### config.mk
export PLATFORM = sky130hd
export DESIGN_NAME = video_timing_ctrl
export DESIGN_NICKNAME = d
export VERILOG_FILES = /design/src/rtl/video_pkg.sv /design/src/rtl/video_axis_counter.sv /design/src/rtl/video_timing_ctrl.sv
export SDC_FILE = /design/constraint.sdc
export NUM_CORES = 1
export LEC_CHECK = 0
export ABC_AREA = 1
export ABC_CLOCK_PERIOD_IN_PS = 2500
export CORE_ASPECT_RATIO = 0.75
export CORE_UTILIZATION = 53
export CTS_CLUSTER_DIAMETER = 80
export DETAILED_ROUTE_END_ITERATION = 8
export PLACE_DENSITY = 0.87
export SYNTH_ARGS = -nofsm -noshare
export SYNTH_HDL_FRONTEND = slang
export SYNTH_SLANG_ARGS = --single-unit
### constraint.sdc
create_clock -name Clock -period 2.5 [get_ports Clock]
set_clock_uncertainty 0.2 [all_clocks]
set_input_delay 0.5 -clock Clock [delete_from_list [all_inputs] [get_ports Clock]]
set_output_delay 0.5 -clock Clock [all_outputs]
set_load 0.03 [all_outputs]
### src/rtl/video_pkg.sv
// Shared definitions for the raster timing generator: phase encoding, default
// 800x600@60 timing and pixel width.
package video_pkg;

   localparam int unsigned PixelW = 24;

   localparam int unsigned DefHActive = 800;
   localparam int unsigned DefHFp     = 40;
   localparam int unsigned DefHSync   = 128;
   localparam int unsigned DefHBp     = 88;
   localparam int unsigned DefVActive = 600;
   localparam int unsigned DefVFp     = 1;
   localparam int unsigned DefVSync   = 4;
   localparam int unsigned DefVBp     = 23;

   typedef enum logic [1:0] {
      PhaseActive = 2'd0,
      PhaseFront  = 2'd1,
      PhaseSync   = 2'd2,
      PhaseBack   = 2'd3
   } phase_e;

endpackage

### src/rtl/video_axis_counter.sv
// One raster axis: position counter plus ACTIVE/FRONT/SYNC/BACK phase FSM.
// Both step only when Advance is high; wrap flags the cycle the count returns to 0.
module video_axis_counter
   import video_pkg::*;
#(
   parameter int unsigned ACTIVE = DefHActive,
   parameter int unsigned FP     = DefHFp,
   parameter int unsigned SYNC   = DefHSync,
   parameter int unsigned BP     = DefHBp,
   localparam int unsigned Total = ACTIVE + FP + SYNC + BP,
   localparam int unsigned CntW  = $clog2(Total)
) (
   input  logic            Clock,
   input  logic            Reset,
   input  logic            Advance,
   output logic [CntW-1:0] count,
   output phase_e          phase,
   output logic            wrap
);

   localparam logic [CntW-1:0] EndActive = CntW'(ACTIVE - 1);
   localparam logic [CntW-1:0] EndFront  = CntW'(ACTIVE + FP - 1);
   localparam logic [CntW-1:0] EndSync   = CntW'(ACTIVE + FP + SYNC - 1);
   localparam logic [CntW-1:0] EndTotal  = CntW'(Total - 1);

   logic [CntW-1:0] count_q, count_d;
   phase_e          phase_q, phase_d;

   always_ff @(posedge Clock) begin
      if (Reset) begin
         count_q <= '0;
         phase_q <= PhaseActive;
      end else begin
         count_q <= count_d;
         phase_q <= phase_d;
      end
   end

   always_comb begin
      count_d = count_q;
      phase_d = phase_q;
      wrap    = 1'b0;
      if (Advance) begin
         if (count_q == EndTotal) begin
            count_d = '0;
            wrap    = 1'b1;
         end else begin
            count_d = count_q + 1'b1;
         end
         // Phase moves on the last count of its region, so it tracks count_d.
         unique case (phase_q)
            PhaseActive: if (count_q == EndActive) phase_d = PhaseFront;
            PhaseFront:  if (count_q == EndFront)  phase_d = PhaseSync;
            PhaseSync:   if (count_q == EndSync)   phase_d = PhaseBack;
            PhaseBack:   if (count_q == EndTotal)  phase_d = PhaseActive;
            default:     phase_d = PhaseActive;
         endcase
      end
   end

   assign count = count_q;
   assign phase = phase_q;

endmodule

### src/rtl/video_timing_ctrl.sv
// Raster timing generator: pulls one pixel per active clock and registers pixel,
// syncs, DataEnable and FrameStart together. VIDEO_TIMING_BORDER_EN forces a white border.
module video_timing_ctrl
   import video_pkg::*;
#(
   parameter int unsigned H_ACTIVE  = DefHActive,
   parameter int unsigned H_FP      = DefHFp,
   parameter int unsigned H_SYNC    = DefHSync,
   parameter int unsigned H_BP      = DefHBp,
   parameter int unsigned V_ACTIVE  = DefVActive,
   parameter int unsigned V_FP      = DefVFp,
   parameter int unsigned V_SYNC    = DefVSync,
   parameter int unsigned V_BP      = DefVBp,
   parameter logic        HSYNC_POL = 1'b1,
   parameter logic        VSYNC_POL = 1'b1
) (
   input  logic              Clock,
   input  logic              Reset,
   input  logic [PixelW-1:0] Video,
   output logic              VideoReady,
   output logic [7:0]        Red,
   output logic [7:0]        Green,
   output logic [7:0]        Blue,
   output logic              HSync,
   output logic              VSync,
   output logic              DataEnable,
   output logic              FrameStart
);

   localparam int unsigned HCntW = $clog2(H_ACTIVE + H_FP + H_SYNC + H_BP);
   localparam int unsigned VCntW = $clog2(V_ACTIVE + V_FP + V_SYNC + V_BP);

   logic [HCntW-1:0]  h_count;
   logic [VCntW-1:0]  v_count;
   phase_e            h_phase, v_phase;
   logic              h_wrap;
   logic              v_wrap_unused;
   logic [PixelW-1:0] pixel_d;

   logic [PixelW-1:0] pix_q;
   logic              de_q, hs_q, vs_q, fs_q;

   video_axis_counter #(
      .ACTIVE (H_ACTIVE),
      .FP     (H_FP),
      .SYNC   (H_SYNC),
      .BP     (H_BP)
   ) u_h_axis (
      .Clock   (Clock),
      .Reset   (Reset),
      .Advance (1'b1),
      .count   (h_count),
      .phase   (h_phase),
      .wrap    (h_wrap)
   );

   video_axis_counter #(
      .ACTIVE (V_ACTIVE),
      .FP     (V_FP),
      .SYNC   (V_SYNC),
      .BP     (V_BP)
   ) u_v_axis (
      .Clock   (Clock),
      .Reset   (Reset),
      .Advance (h_wrap),
      .count   (v_count),
      .phase   (v_phase),
      .wrap    (v_wrap_unused)
   );

   assign VideoReady = (h_phase == PhaseActive) && (v_phase == PhaseActive);

`ifdef VIDEO_TIMING_BORDER_EN
   // Border pixels are still consumed upstream so the source stays aligned.
   logic border;
   always_comb begin
      border  = (h_count == '0) || (h_count == HCntW'(H_ACTIVE - 1)) ||
                (v_count == '0) || (v_count == VCntW'(V_ACTIVE - 1));
      pixel_d = border ? {PixelW{1'b1}} : Video;
   end
`else
   assign pixel_d = Video;
`endif

   always_ff @(posedge Clock) begin
      if (Reset) begin
         pix_q <= '0;
         de_q  <= 1'b0;
         hs_q  <= ~HSYNC_POL;
         vs_q  <= ~VSYNC_POL;
         fs_q  <= 1'b0;
      end else begin
         pix_q <= VideoReady ? pixel_d : '0;
         de_q  <= VideoReady;
         hs_q  <= (h_phase == PhaseSync) ? HSYNC_POL : ~HSYNC_POL;
         vs_q  <= (v_phase == PhaseSync) ? VSYNC_POL : ~VSYNC_POL;
         fs_q  <= (h_count == '0) && (v_count == '0);
      end
   end

   assign Red        = pix_q[23:16];
   assign Green      = pix_q[15:8];
   assign Blue       = pix_q[7:0];
   assign HSync      = hs_q;
   assign VSync      = vs_q;
   assign DataEnable = de_q;
   assign FrameStart = fs_q;

endmodule

* Word level (Yosys, flattened, before mapping)
Cells that the tools add are included.
** Operators by class
- Add/sub/neg operators :: 2
- Equal/unequal tests :: 22
- Muxes and demuxes :: 14
- Bitwise operators :: 1
- Reduce and logical (&&, ||, !) cells :: 10
** Operator list (number)
- $eq 10x10->1 const B :: 4
- $eq 11x10->1 const B :: 3
- $mux 2 :: 8
- $ne 2x1->1 const B :: 8
- $pmux 2 s4 :: 2
- $add 11x1->11 const B :: 1
- $eq 11x11->1 const B :: 1
- $logic_not 11->1 :: 1
- $add 10x1->10 const B :: 1
- $logic_not 10->1 :: 1
- $mux 10 :: 1
- $eq 2x2->1 const B :: 4
- $reduce_and 5->1 :: 1
- $eq 2x1->1 const B :: 2
- $logic_not 2->1 :: 2
- $reduce_and 4->1 :: 1
- $reduce_or 2->1 :: 2
- $mux 1 :: 3
- $logic_and 1x1->1 :: 2
- $not 1->1 :: 1
** Storage, ports and cells
- Register bits after elaboration :: 53
- Output and inout port bits :: 29
- Logic and storage cells :: 58

* Logic depth before layout (Yosys ltp)
- Depth after elaboration :: 4
- Depth in mapped cells :: 11
- Depth with buffers taken out :: 11

* Modules after synthesis
From an unflattened synthesis, not the netlist that was laid out.
** Second synthesis, totals
- Cells, all modules :: 322
- Area, all modules :: 2521.2 um^2
** Modules (own cells, without submodules)
- video_timing_ctrl :: times used 1, cells each 108, area each 945.9 um^2, seq. area each 560.5 um^2
- video_axis_counter (u_v_axis) :: times used 1, cells each 109, area each 804.5 um^2, seq. area each 240.2 um^2
- video_axis_counter (u_h_axis) :: times used 1, cells each 105, area each 770.7 um^2, seq. area each 260.2 um^2

* Worst setup path before layout
Ideal clock, no wire load.
- Kind :: register to register
- Start :: register u_h_axis.count_q[0], in the netlist u_h_axis.count[0]
- End :: register u_v_axis.phase_q[1], in the netlist u_v_axis.phase[1]
- Library setup time :: 0.113 ns
- Arrival :: 1.314 ns
- Path slack :: 0.873 ns
- Cell stages (with the launch flop) :: 11
- Path buffers :: 0
- Clock period less this slack :: 1.627 ns
- Cell sequence :: dfxtp_1 ha_1 nand2_2 nor2_4 nand3_4 nor2_8 nand3_2 nor2_2 nand2_1 nand2_1 nor2_1
** On the way
- Word-level cells in the longest chain between the ends :: 3
** RTL lines
- from (decl) :: RTL line video_axis_counter.sv:26 : logic [CntW-1:0] count_q, count_d;
- from (signal assigned) :: RTL line video_axis_counter.sv:34 : count_q <= count_d;
- $eq 11x11->1 :: RTL line video_axis_counter.sv:44 : if (count_q == EndTotal) begin
- $mux 1 :: RTL line video_axis_counter.sv:44
- $reduce_and 5->1 (no source line)
- to (signal assigned) :: RTL line video_axis_counter.sv:32 : phase_q <= PhaseActive;
- to (signal assigned) :: RTL line video_axis_counter.sv:35 : phase_q <= phase_d;
- to (decl) :: RTL line video_axis_counter.sv:27 : phase_e phase_q, phase_d;
No other way between the ends.
A chain may end at the register's enable or synchronous reset.

* Worst setup path in the final report
- Start :: register u_h_axis.phase_q[0], in the netlist u_h_axis.phase[0]
- End :: output port VideoReady
** On the way
- Word-level cells in the longest chain between the ends :: 2
** RTL lines
- from (decl) :: RTL line video_axis_counter.sv:27
- from (signal assigned) :: RTL line video_axis_counter.sv:32
- from (signal assigned) :: RTL line video_axis_counter.sv:35
- $logic_not 2->1 :: RTL line video_timing_ctrl.sv:71 : assign VideoReady = (h_phase == PhaseActive) && (v_phase == PhaseActive);
- $logic_and 1x1->1 :: RTL line video_timing_ctrl.sv:71
- to (decl) :: RTL line video_timing_ctrl.sv:20 : output logic VideoReady,
No other way between the ends.

==> impl_results.md <==
- Setup Buffers After CTS: 0
- Fillers: 306
- Setup TNS: 0 ns
- Hold Path Class: register to register
- Via/cell ratio: 4.88
- Setup crit end: VideoReady
- CP Capture Type: output port
- Hold Path Depth: 1
- Worst Setup SP: u_h_axis.phase[0]
- R2r worst-path depth: 9
- Leakage power: 1.34 nW
- Fin nets: 412
- Worst Path Required: 1.80 ns
- VDD IR-drop max: 448 µV
- Via count: 2093
- Final core utilization: 0.743
- Synth top area cells: dfxtp_1 (45%), nor2_1 (10%), inv_1 (9.6%), ha_1 (6.8%), nand2_1 (6.8%)
- Unique masters post-synth: 32
- Area Overhead vs Synth: 30.4%
- Max Cap Violations: 0
- CTS Sinks: 53
- H-tree depth: 2
- CTS Buf Count: 5
- Register cell area after layout: 0.00106 mm²
- Post-synthesis compound-gate area fraction: 0.0547
- Largest family of logic cells by synthesized area: simple AND/OR/NAND/NOR gates
- Post-route DRC: 0
- Pin count of the biggest net entering global routing: 25
- Syn Area/Cell: 7.60 µm²
- Initial antenna violation count: 0
- Site Rows: 20
- Warning count from the yosys run: 0
- Final Slew Violations: 0
- Port bufs: 54
- Die footprint: 0.00476 mm²
- First-pass GRT wire length: 8210 µm
- Status: finished clean
- Post-Syn Nets: 352
- Grt ovf: 0
- Hold path startpoint: u_h_axis.count[0]
- Post-synth EDFFs: 0
- Synth async-reset ratio: 0
- CP Class: register to output port
- Number of setup violations in the final report: 0
- Commonest cells in the netlist: nor2_1 (64), inv_1 (61), dfxtp_1 (53)
- Unrepaired setup endpoints after global routing: false
- Final RePlAce weighted congestion: 0.882
- Num ports: 55
- Worst reg2reg path startpoint: u_h_axis.count[0]
- Area leader, netlist: dfxtp_1
- Clk buf depth: 2
- Top FF cell, synth: dfxtp_1
- Vias in the first global route: 1809
- Mapped cell area: 0.00238 mm²
- Crit path launch type: register
- Slew headroom: 0.767
- Synthesized netlist cell count: 313
- TritonRoute pass-1 iters: 5
- Seq cells post-synth: 53
- Avg WL per Cell: 12.2 µm
- Core area: 0.00418 mm²
- Min Clock Period, post-route: 2.24 ns
- Worst skew pair latency: 0.31 ns
- Register-to-register setup slack: 0.56 ns
- Top cell type's share of synthesized area: 0.446
- Final Hold Vio Count: 0
- Worst R2R End: u_v_axis.count[2]
- Final period util: 0.894
- Simple-gate share of the synthesized area: 0.303
- Post-synthesis mux area share: 0
- Layout cells sized above 1: 0.0749
- CTS tree: built
- GRT Overall Usage: 0.231
- Height of the die: 60.0 µm
- Routed WL: 5250 µm
- Crit path arrival time: 1.54 ns
- Pwr/cell area: 531 mW/mm²
- FMAX: 447 MHz
- Final hold slack: 0.270 ns
- Clock slew at reported path FFs: 0.09 ns
- Root Buffer: clkbuf_8
- Initial Util: 0.569
- XOR/XNOR Fraction of Synth Area: 0.0221
- Hpwl dp: 4130 µm
- Initial DRC count: 170
- Worst-margin pin slew: 0.348 ns
- Final ANT Viol Nets: 0
- Multi-input logic area: 0.00107 mm²
- Max Fanout on Critical Path: 3
- Pwr Total: 1.65 mW
- Top-count cell post-synth: nor2_1
- Adder-Cell Fraction of Synth Area: 0.0683
- Sequential area share after synthesis: 0.446
- ANT cells: 0
- Die width: 79.4 µm
[worst max-delay path, cell delays in order (launching register included)]
cell	delay, ns
dfxtp_1	0.34
inv_1	0.11
ha_1	0.22
nand2_1	0.10
inv_1	0.06
dlygate4sd2_1	0.39
[final cells by class]
cell class | count | area share
repair buffers | 57 | 0.181
well taps | 55 | 0.0222
clock inverters | 2 | 0.0125
inverters | 62 | 0.0750
flip-flops and latches | 53 | 0.342
clock buffers | 6 | 0.0234
multi-input cells | 194 | 0.344
[kinds of logic (layout without fill, tap and decap cells)]
group	after synthesis	count (layout)
AO/OA/AOI/OAI	23	23
XOR/XNOR	6	6
adder cells (fa/ha/maj)	13	13
buffers and inverters	66	127
flip-flops	53	53
AND/OR/NAND/NOR	152	152
[how the worst min path moves through the flow]
stage	to
3_5_place_dp	u_h_axis.count[0]
5_1_grt	u_h_axis.count[0]
6_report	u_h_axis.count[0]
2_1_floorplan	u_h_axis.count[0]
3_3_place_gp	u_h_axis.count[0]
4_1_cts	u_h_axis.count[0]
[cell usage in the layout (no fill, tap or decap), types with 2 or more instances in the layout]
cell	Yosys	layout
nand4_1	5	5
nand2_1	43	43
nor2_1	64	64
clkbuf_8	0	5
nor2_4	3	3
a21oi_1	9	9
nand3_2	2	2
inv_1	61	61
clkdlybuf4s50_1	0	53
nor3_1	5	5
nor2_2	4	4
dfxtp_1	53	53
ha_1	13	13
nand3_1	15	15
buf_4	0	3
or2_2	2	2
nand2_2	2	2
o21ai_0	8	8
xor2_1	6	6
[flip-flops by register name, summed over array words and instances (netlist names)]
register        flops
VSync               1
DataEnable          1
u_h_axis.count     11
u_v_axis.count     10
pix_q              24
u_h_axis.phase      2
HSync               1
u_v_axis.phase      2
FrameStart          1
[through the flow]
| stage | area (µm²) | instances | setup slack (ns) |
|---|---|---|---|
| floorplan | 2380 | 313 | 0.873 |
| global placement | 2990 | 421 | 0.411 |
| detailed placement | 2990 | 421 | 0.343 |
| CTS | 3100 | 429 | 0.251 |
| global route | 3100 | 429 | 0.171 |
| finish | 3100 | 429 | 0.264 |
[timing repair]
item                                    CTS  global route
hold buffers                              0             0
gates resized for setup                   1             0
endpoints found under the setup margin    1             0
[where the power goes]
| part | switching, mW | internal [mW] | leakage (nW) |
|---|---|---|---|
| clock network | 0.282 | 0.301 | 0.0554 |
| registers | 0.00956 | 0.871 | 0.435 |
| logic | 0.0946 | 0.0893 | 0.854 |
[layer usage]
metal,global-route usage,vias to the layer above,wire (µm)
met5,0,-,0
met4,0.0727,0,65
met3,0.0595,7,301
met2,0.398,54,2620
met1,0.286,958,2270
li1,-,1074,-
(Power assumes the default switching activity.)
